## config.mk

```make
export PLATFORM = sky130hd
export DESIGN_NAME = nf_page_dump
export DESIGN_NICKNAME = d
export VERILOG_FILES = /design/src/rtl/nf_pkg.sv /design/src/rtl/nf_skid_fifo.sv /design/src/rtl/nf_page_dump.sv
export SDC_FILE = /design/constraint.sdc
export NUM_CORES = 1
export LEC_CHECK = 0
export BUFFER_PORTS_ARGS = -buffer_cell sky130_fd_sc_hd__buf_2
export CELL_PAD_IN_SITES_DETAIL_PLACEMENT = 0
export CELL_PAD_IN_SITES_GLOBAL_PLACEMENT = 1
export CORE_MARGIN = 4
export CORE_UTILIZATION = 44
export CTS_CLUSTER_SIZE = 25
export DETAILED_ROUTE_END_ITERATION = 8
export PLACE_DENSITY = 0.77
export RECOVER_POWER = 25
export SLEW_MARGIN = 30
export SYNTH_ARGS = -nofsm -noshare
export SYNTH_HDL_FRONTEND = slang
export SYNTH_SLANG_ARGS = --single-unit
```

## constraint.sdc

```tcl
create_clock -name clk -period 2.9 [get_ports clk]
set_clock_uncertainty 0.2 [all_clocks]
set_input_delay 0.29 -clock clk [delete_from_list [all_inputs] [get_ports clk]]
set_output_delay 0.29 -clock clk [all_outputs]
set_load 0.03 [all_outputs]
```

## src/rtl/nf_pkg.sv

```systemverilog
// -----------------------------------------------------------------------------
// nf_pkg
// Definitions shared between the NAND controller and its page-dump streamer:
// default widths of the MCU-side RAM port, the RAM read latency, the skid
// FIFO depth, and the page-dump FSM state encoding.
// No ports (package).
// -----------------------------------------------------------------------------
package nf_pkg;

   localparam int NF_ADDR_W = 15;  // MCU RAM address width
   localparam int NF_DATA_W = 8;   // RAM data / stream byte width
   localparam int NF_RD_LAT = 2;   // en_mcu sampled -> mcu_dataout valid
   localparam int NF_FIFO_D = 4;   // skid FIFO depth (>= RD_LAT+1, power of two)

   typedef enum logic [1:0] {
      ST_IDLE   = 2'd0,
      ST_ISSUE  = 2'd1,
      ST_DRAIN  = 2'd2,
      ST_FINISH = 2'd3
   } nf_state_e;

endpackage

```

## src/rtl/nf_skid_fifo.sv

```systemverilog
// -----------------------------------------------------------------------------
// nf_skid_fifo
// First-word-fall-through FIFO absorbing RAM returns while the downstream
// consumer applies backpressure. rd_data shows the head entry whenever
// empty is low; rd_en pops it.
// Ports:
//   clk, rst_n  clock, asynchronous active-low reset
//   flush       synchronous clear; wins over any write/read that cycle
//   wr_en       push wr_data (ignored when full)
//   wr_data     entry to push
//   rd_en       pop head (ignored when empty)
//   rd_data     head entry (valid while empty is low)
//   empty       no entries stored
//   count       number of stored entries, 0..DEPTH
// -----------------------------------------------------------------------------
module nf_skid_fifo #(
   parameter int WIDTH = 9,
   parameter int DEPTH = 4
) (
   input  logic                   clk,
   input  logic                   rst_n,
   input  logic                   flush,
   input  logic                   wr_en,
   input  logic [WIDTH-1:0]       wr_data,
   input  logic                   rd_en,
   output logic [WIDTH-1:0]       rd_data,
   output logic                   empty,
   output logic [$clog2(DEPTH):0] count
);

   localparam int PTR_W = $clog2(DEPTH);
   localparam int CNT_W = PTR_W + 1;

   logic [WIDTH-1:0] mem [DEPTH];
   logic [PTR_W-1:0] wr_ptr;
   logic [PTR_W-1:0] rd_ptr;
   logic             full;
   logic             do_wr;
   logic             do_rd;

   assign empty   = (count == '0);
   assign full    = (count == CNT_W'(DEPTH));
   assign do_wr   = wr_en && !full;
   assign do_rd   = rd_en && !empty;
   assign rd_data = mem[rd_ptr];

   // Storage needs no reset: nothing is visible until count says so.
   always_ff @(posedge clk) begin
      if (do_wr && !flush) begin
         mem[wr_ptr] <= wr_data;
      end
   end

   always_ff @(posedge clk or negedge rst_n) begin
      if (!rst_n) begin
         wr_ptr <= '0;
         rd_ptr <= '0;
         count  <= '0;
      end else if (flush) begin
         wr_ptr <= '0;
         rd_ptr <= '0;
         count  <= '0;
      end else begin
         if (do_wr) begin
            wr_ptr <= wr_ptr + PTR_W'(1);
         end
         if (do_rd) begin
            rd_ptr <= rd_ptr + PTR_W'(1);
         end
         // Simultaneous push and pop leave the occupancy unchanged.
         case ({do_wr, do_rd})
            2'b10:   count <= count + CNT_W'(1);
            2'b01:   count <= count - CNT_W'(1);
            default: count <= count;
         endcase
      end
   end

endmodule

```

## src/rtl/nf_page_dump.sv

```systemverilog
// -----------------------------------------------------------------------------
// nf_page_dump
// Reads `length` bytes starting at `base_addr` from the NAND controller's
// MCU-side page RAM and re-presents them as a byte stream with a last marker.
// Reads are only issued while the skid FIFO is guaranteed to have room for
// every read already in flight, so consumer backpressure never drops or
// duplicates a byte.
//
// Stream handshake: a byte transfers on a rising clk edge where m_valid and
// m_ready are both high. Once m_valid is raised, m_data/m_last stay stable
// until that transfer; m_valid never depends on m_ready. The only way a
// presented byte is withdrawn is abort or reset.
//
// Ports:
//   clk, rst_n          clock, asynchronous active-low reset
//   start               one-cycle pulse, begins a dump (ignored while busy)
//   base_addr, length   first RAM address and byte count, sampled on start
//   abort               one-cycle pulse, terminates a dump at once
//   en_mcu, addr_mcu    RAM read request to the controller
//   mcu_dataout         RAM read data, RD_LAT cycles after the request
//   m_valid, m_data,
//   m_last, m_ready     output byte stream
//   busy                dump in progress
//   done                one-cycle pulse on normal completion
// -----------------------------------------------------------------------------
module nf_page_dump
   import nf_pkg::*;
#(
   parameter int ADDR_W = NF_ADDR_W,
   parameter int DATA_W = NF_DATA_W,
   parameter int RD_LAT = NF_RD_LAT,
   parameter int FIFO_D = NF_FIFO_D
) (
   input  logic              clk,
   input  logic              rst_n,
   input  logic              start,
   input  logic [ADDR_W-1:0] base_addr,
   input  logic [ADDR_W:0]   length,
   input  logic              abort,
   output logic              en_mcu,
   output logic [ADDR_W-1:0] addr_mcu,
   input  logic [DATA_W-1:0] mcu_dataout,
   output logic              m_valid,
   output logic [DATA_W-1:0] m_data,
   output logic              m_last,
   input  logic              m_ready,
   output logic              busy,
   output logic              done
);

   localparam int CNT_W = $clog2(FIFO_D) + 1;
   localparam int OCC_W = CNT_W + 2;

   // FSM state, kept as a named signal for hierarchical observation.
   nf_state_e state;
   nf_state_e state_next;

   logic [ADDR_W-1:0] cur_addr;
   logic [ADDR_W:0]   rem;        // reads still to be issued
   logic [RD_LAT-1:0] sr_valid;   // one bit per read in flight
   logic [RD_LAT-1:0] sr_last;    // travels with sr_valid: final read of dump
   logic [OCC_W-1:0]  inflight;
   logic [OCC_W-1:0]  occ;
   logic              credit_ok;
   logic              start_ok;
   logic              abort_ok;
   logic              issue;
   logic              final_issue;

   logic              fifo_wr;
   logic [DATA_W:0]   fifo_wdata;
   logic              fifo_pop;
   logic [DATA_W:0]   fifo_rdata;
   logic              fifo_empty;
   logic [CNT_W-1:0]  fifo_count;

   assign start_ok    = (state == ST_IDLE) && start;
   assign abort_ok    = (state != ST_IDLE) && abort;
   assign issue       = en_mcu;
   assign final_issue = issue && (rem == (ADDR_W+1)'(1));

   always_comb begin
      inflight = '0;
      for (int i = 0; i < RD_LAT; i++) begin
         inflight = inflight + OCC_W'(sr_valid[i]);
      end
   end

   // Every read counts against FIFO space from issue onwards, so a stalled
   // consumer can never cause a RAM return to find the FIFO full.
   assign occ       = OCC_W'(fifo_count) + inflight;
   assign credit_ok = (occ < OCC_W'(FIFO_D));

   // ---------------- FSM: state register ----------------
   always_ff @(posedge clk or negedge rst_n) begin
      if (!rst_n) begin
         state <= ST_IDLE;
      end else begin
         state <= state_next;
      end
   end

   // ---------------- FSM: next state ----------------
   always_comb begin
      state_next = state;
      case (state)
         ST_IDLE: begin
            if (start) begin
               state_next = (length == '0) ? ST_FINISH : ST_ISSUE;
            end
         end
         ST_ISSUE: begin
            if (abort) begin
               state_next = ST_IDLE;
            end else if (final_issue) begin
               state_next = ST_DRAIN;
            end
         end
         ST_DRAIN: begin
            // Leave as the last byte is taken so done follows it by one cycle.
            if (abort) begin
               state_next = ST_IDLE;
            end else if ((sr_valid == '0) &&
                         ((fifo_count == '0) ||
                          ((fifo_count == CNT_W'(1)) && fifo_pop))) begin
               state_next = ST_FINISH;
            end
         end
         ST_FINISH: begin
            state_next = ST_IDLE;
         end
         default: begin
            state_next = ST_IDLE;
         end
      endcase
   end

   // ---------------- FSM: outputs ----------------
   always_comb begin
      en_mcu = (state == ST_ISSUE) && credit_ok && !abort;
      busy   = (state != ST_IDLE);
      done   = (state == ST_FINISH);
   end

   // ---------------- address / count / in-flight tracking ----------------
   always_ff @(posedge clk or negedge rst_n) begin
      if (!rst_n) begin
         cur_addr <= '0;
         rem      <= '0;
         sr_valid <= '0;
         sr_last  <= '0;
      end else begin
         if (start_ok) begin
            cur_addr <= base_addr;
            rem      <= length;
         end else if (issue) begin
            cur_addr <= cur_addr + ADDR_W'(1);  // wraps at the top of RAM
            rem      <= rem - (ADDR_W+1)'(1);
         end

         // Clearing the pipe on abort discards RAM returns still on the way.
         if (abort_ok) begin
            sr_valid <= '0;
            sr_last  <= '0;
         end else begin
            for (int i = RD_LAT - 1; i > 0; i--) begin
               sr_valid[i] <= sr_valid[i-1];
               sr_last[i]  <= sr_last[i-1];
            end
            sr_valid[0] <= issue;
            sr_last[0]  <= final_issue;
         end
      end
   end

   assign addr_mcu = cur_addr;

   // ---------------- skid FIFO ----------------
   assign fifo_wr    = sr_valid[RD_LAT-1];
   assign fifo_wdata = {sr_last[RD_LAT-1], mcu_dataout};
   assign fifo_pop   = m_ready && !fifo_empty;

   nf_skid_fifo #(
      .WIDTH (DATA_W + 1),
      .DEPTH (FIFO_D)
   ) u_fifo (
      .clk     (clk),
      .rst_n   (rst_n),
      .flush   (abort_ok),
      .wr_en   (fifo_wr),
      .wr_data (fifo_wdata),
      .rd_en   (fifo_pop),
      .rd_data (fifo_rdata),
      .empty   (fifo_empty),
      .count   (fifo_count)
   );

   // Stale storage is masked so the stream reads zero while empty.
   assign m_valid = !fifo_empty;
   assign m_data  = fifo_empty ? '0 : fifo_rdata[DATA_W-1:0];
   assign m_last  = !fifo_empty && fifo_rdata[DATA_W];

endmodule

```

==> flow_summary_export.csv <==
group,metric,value,unit
synth,synth_edf_count,36,
sta,slew_violations,0,
placed_design,gp_congestion,0.790,
placed_design,hpwlAfterDp,6.09,mm
synth,synth_top_area_frac,0.281,
power_and_ir_drop,sequentialPowerShare,0.383,
floorplanning,fp.dieW,102,µm
sta,period_share,0.905,
floorplanning,dieHeight,102,µm
synth,yosys.area.top_type,"dfrtp_1",
layout,antennaDiodeCount,0,
sta,fin_crit,2620,ps
routing,drtIter0Drc,110,
synth,yosysWarningCount,0,
synth,async_flop_share,0.550,
synth,synthTopCellsByArea,"dfrtp_1 (28%), edfxtp_1 (28%), mux4_2 (5.2%)",
routing,dr_total_vias,3040,
layout,layout_common_cells,"buf_2 (62), dfrtp_1 (44), nand2_1 (38)",
floorplanning,pin_count,72,
layout,area_delta_synth_final,25.5,%
clocking,numCtsBuffers,9,
placed_design,pre_cts_slack,377,ps
synth,synthesis.nets,402,
layout,fin_nets,505,
power_and_ir_drop,powerDensity,983,mW/mm²
clocking,cts.root.buffer_cell,"clkbuf_8",
sta,fin_tns_setup,0,ps
global_routing,busiest_layer,"met2",
global_routing,met3_usage,0.0369,
global_routing,overflow,0,
sta,tightest_slew,1130,ps
synth,synth-seq-cells,80,
sta,slew_headroom,0.247,
clocking,cts_setup_buffers,0,
sta,hold_viol_final,0,
setup_path,path_buf_inv,3,
placed_design,placedCellCount,517,
setup_path,worst-setup-path-type,"reg -> out",
layout,instances_no_fill,562,
setup_path,worst_path_max_delay_cell,"dfrtp_1",
routing,wl,8.68,mm
setup_path,path_cells,"inv_1 -> ha_1 -> and2b_2 -> inv_1 -> and2_1 -> buf_2",
clocking,htreeDepth,3,
global_routing,grtUsageTotal,0.181,
layout,final_area,0.00491,mm²
global_routing,antenna_found_initial,0,
clocking,cts_num_sinks,80,
synth,ys_seq_area_frac,0.558,
global_routing,grt_pass1_wl,14.9,mm
synth,syn_area,0.00391,mm²
synth,syn_area_per_cell,11.3,µm²
clocking,cts_tree,"done",
power_and_ir_drop,vdd_ir_drop_max,602,µV
routing,ant_nets,0,
routing,first_pass_iters,5,
power_and_ir_drop,p_int,2.78,mW
setup_path,cp.required,2410,ps
floorplanning,start_util,0.451,
power_and_ir_drop,switching_share,0.424,
power_and_ir_drop,switchingPower,2.04,mW
clocking,clkTransAtPathRegs,80,ps
synth,ys_types,49,
routing,wl_per_cell,15.4,µm
setup_path,cp.arrival,2130,ps
run,drv_cap,0,
floorplanning,core_area,0.00868,mm²
global_routing,grtUsageMet2,0.285,
layout,final_common_cell,"buf_2",
power_and_ir_drop,combPwrFrac,0.422,
sta,grt_setup_unrepaired,"false",
routing,post-route-drc-count,0,
hold_path,hp-class,"in -> reg",
floorplanning,dieArea,0.0105,mm²
setup_path,cp-start-kind,"register",
layout,drive_gt1_frac,0.225,
setup_path,worst_setup_path_end_kind,"output pin",
routing,viasPerCell,5.41,
power_and_ir_drop,p_clk_frac,0.195,
global_routing,grt_pass1_vias,3043,
setup_path,cp_top_family,"buffers and inverters",
outcome,status,"completed",
synth,synthFlopType,"dfrtp_1",
setup_path,cp_max_fo,12,
setup_path,critPathMaxStageDelay,530,ps
global_routing,grt_max_degree,45,
synth,synth_cells,346,
sta,setup_violations,0,
placed_design,place_area,0.00439,mm²
clocking,worstSkewPairLatency,340,ps
sta,timing.fmax,381,MHz
setup_path,path_common_cell,"inv_1",
power_and_ir_drop,leakagePower,2.02,nW
sta,finalWorstSetupSlack,276,ps
floorplanning,rows,34,
placed_design,numPortBuffers,71,
global_routing,use_met1,0.257,
clocking,clock_path_buffers,2,
-- metal layers --
layer,routed length [µm],part of all wire
met1,4070,0.47
met2,4110,0.47
met3,446,0.051
met4,58,0.0067
met5,0,0
-- through the flow --
stage	total power [mW]	utilization	hold WS, ps
2_1_floorplan	3.30	-	-206
3_3_place_gp	3.84	0.505	255
3_5_place_dp	3.88	0.506	131
4_1_cts	4.86	0.566	0.194
5_1_grt	5.21	0.566	6.71
6_report	4.82	0.566	20.1
-- Yosys cell counts (2+ instances only) --
cell	instances
nand3_1	22
nor2b_1	5
a311oi_1	3
nand4_1	8
dfrtp_1	44
o311ai_0	4
a21oi_1	9
xnor2_1	2
ha_1	12
o311ai_1	2
or4_1	3
nor3_1	3
mux4_2	9
o21ai_0	16
or3_1	3
nand2_1	38
a31oi_1	3
buf_1	2
a21o_1	3
and3_1	2
nor2_1	26
xor2_1	8
inv_1	18
o211ai_1	9
clkbuf_1	10
nor4_1	5
o22ai_1	4
edfxtp_1	36
o221ai_1	2
a211oi_1	2
and2_1	15
-- final timing paths --
kind,start,cells after the start,to,slack [ps]
max,u_fifo.count[1]$_DFFE_PN0P_,6,m_data[7],280
max in group asynchronous,rst_n,2,sr_last[0]$_DFF_PN0_,1310
min in group asynchronous,rst_n,2,addr_mcu[11]$_DFFE_PN0P_,500
min,length[13],3,rem[13]$_DFFE_PN0P_,20
min reg2reg,sr_last[0]$_DFF_PN0_,1,sr_last[1]$_DFF_PN0_,270
max reg2reg,state[1]$_DFFE_PN0P_,5,rem[8]$_DFFE_PN0P_,450
-- power groups by stage --
stage                     clock network, mW  registers (mW)  logic [mW]
after detailed placement                  0            1.86        2.01
after global routing                   1.02            1.91        2.28
after CTS                             0.965            1.85        2.05
after global placement                    0            1.86        1.99
after floorplan                           0            1.94        1.35
final                                 0.941            1.85        2.03
-- logic make-up after synthesis --
family                   after synthesis  share of synthesized area
XOR/XNOR                              10                     0.0224
adder cells (fa/ha/maj)               12                     0.0384
multiplexers                           9                     0.0518
buffers and inverters                 33                     0.0349
AO/OA/AOI/OAI                         67                      0.120
flip-flops                            80                      0.558
AND/OR/NAND/NOR                      135                      0.175
-- final cells by class --
class                           instances  area [µm²]
Clock buffer                            9         124
Multi-Input combinational cell        233        1600
Sequential cell                        80        2180
Tap cell                              108         135
Fill cell                             752        3770
Clock inverter                          7         109
Inverter                               18        71.3
Timing Repair Buffer                  107         688
-- worst reg2reg max path, stage by stage (launching register included) --
cell      delay [ps]
dfrtp_1          420
or4b_4           560
a211oi_4         440
nand2_1          220
o311ai_0         350
nand3_1          120
-- flip-flops by register name (all words and copies together) (netlist names) --
name	count
rem	16
addr_mcu	15
u_fifo.mem	36
sr_last	2
sr_valid	2
u_fifo.rd_ptr	2
u_fifo.count	3
state	2
u_fifo.wr_ptr	2
-- what timing repair did --
action / 4_1_cts / 5_1_grt
endpoints found under the setup margin: 0 / 1
gates resized for setup: 0 / 2
hold buffers: 29 / 0
hold endpoints to repair: 96 / 0
Note: power is estimated with default switching activity, not from simulation.
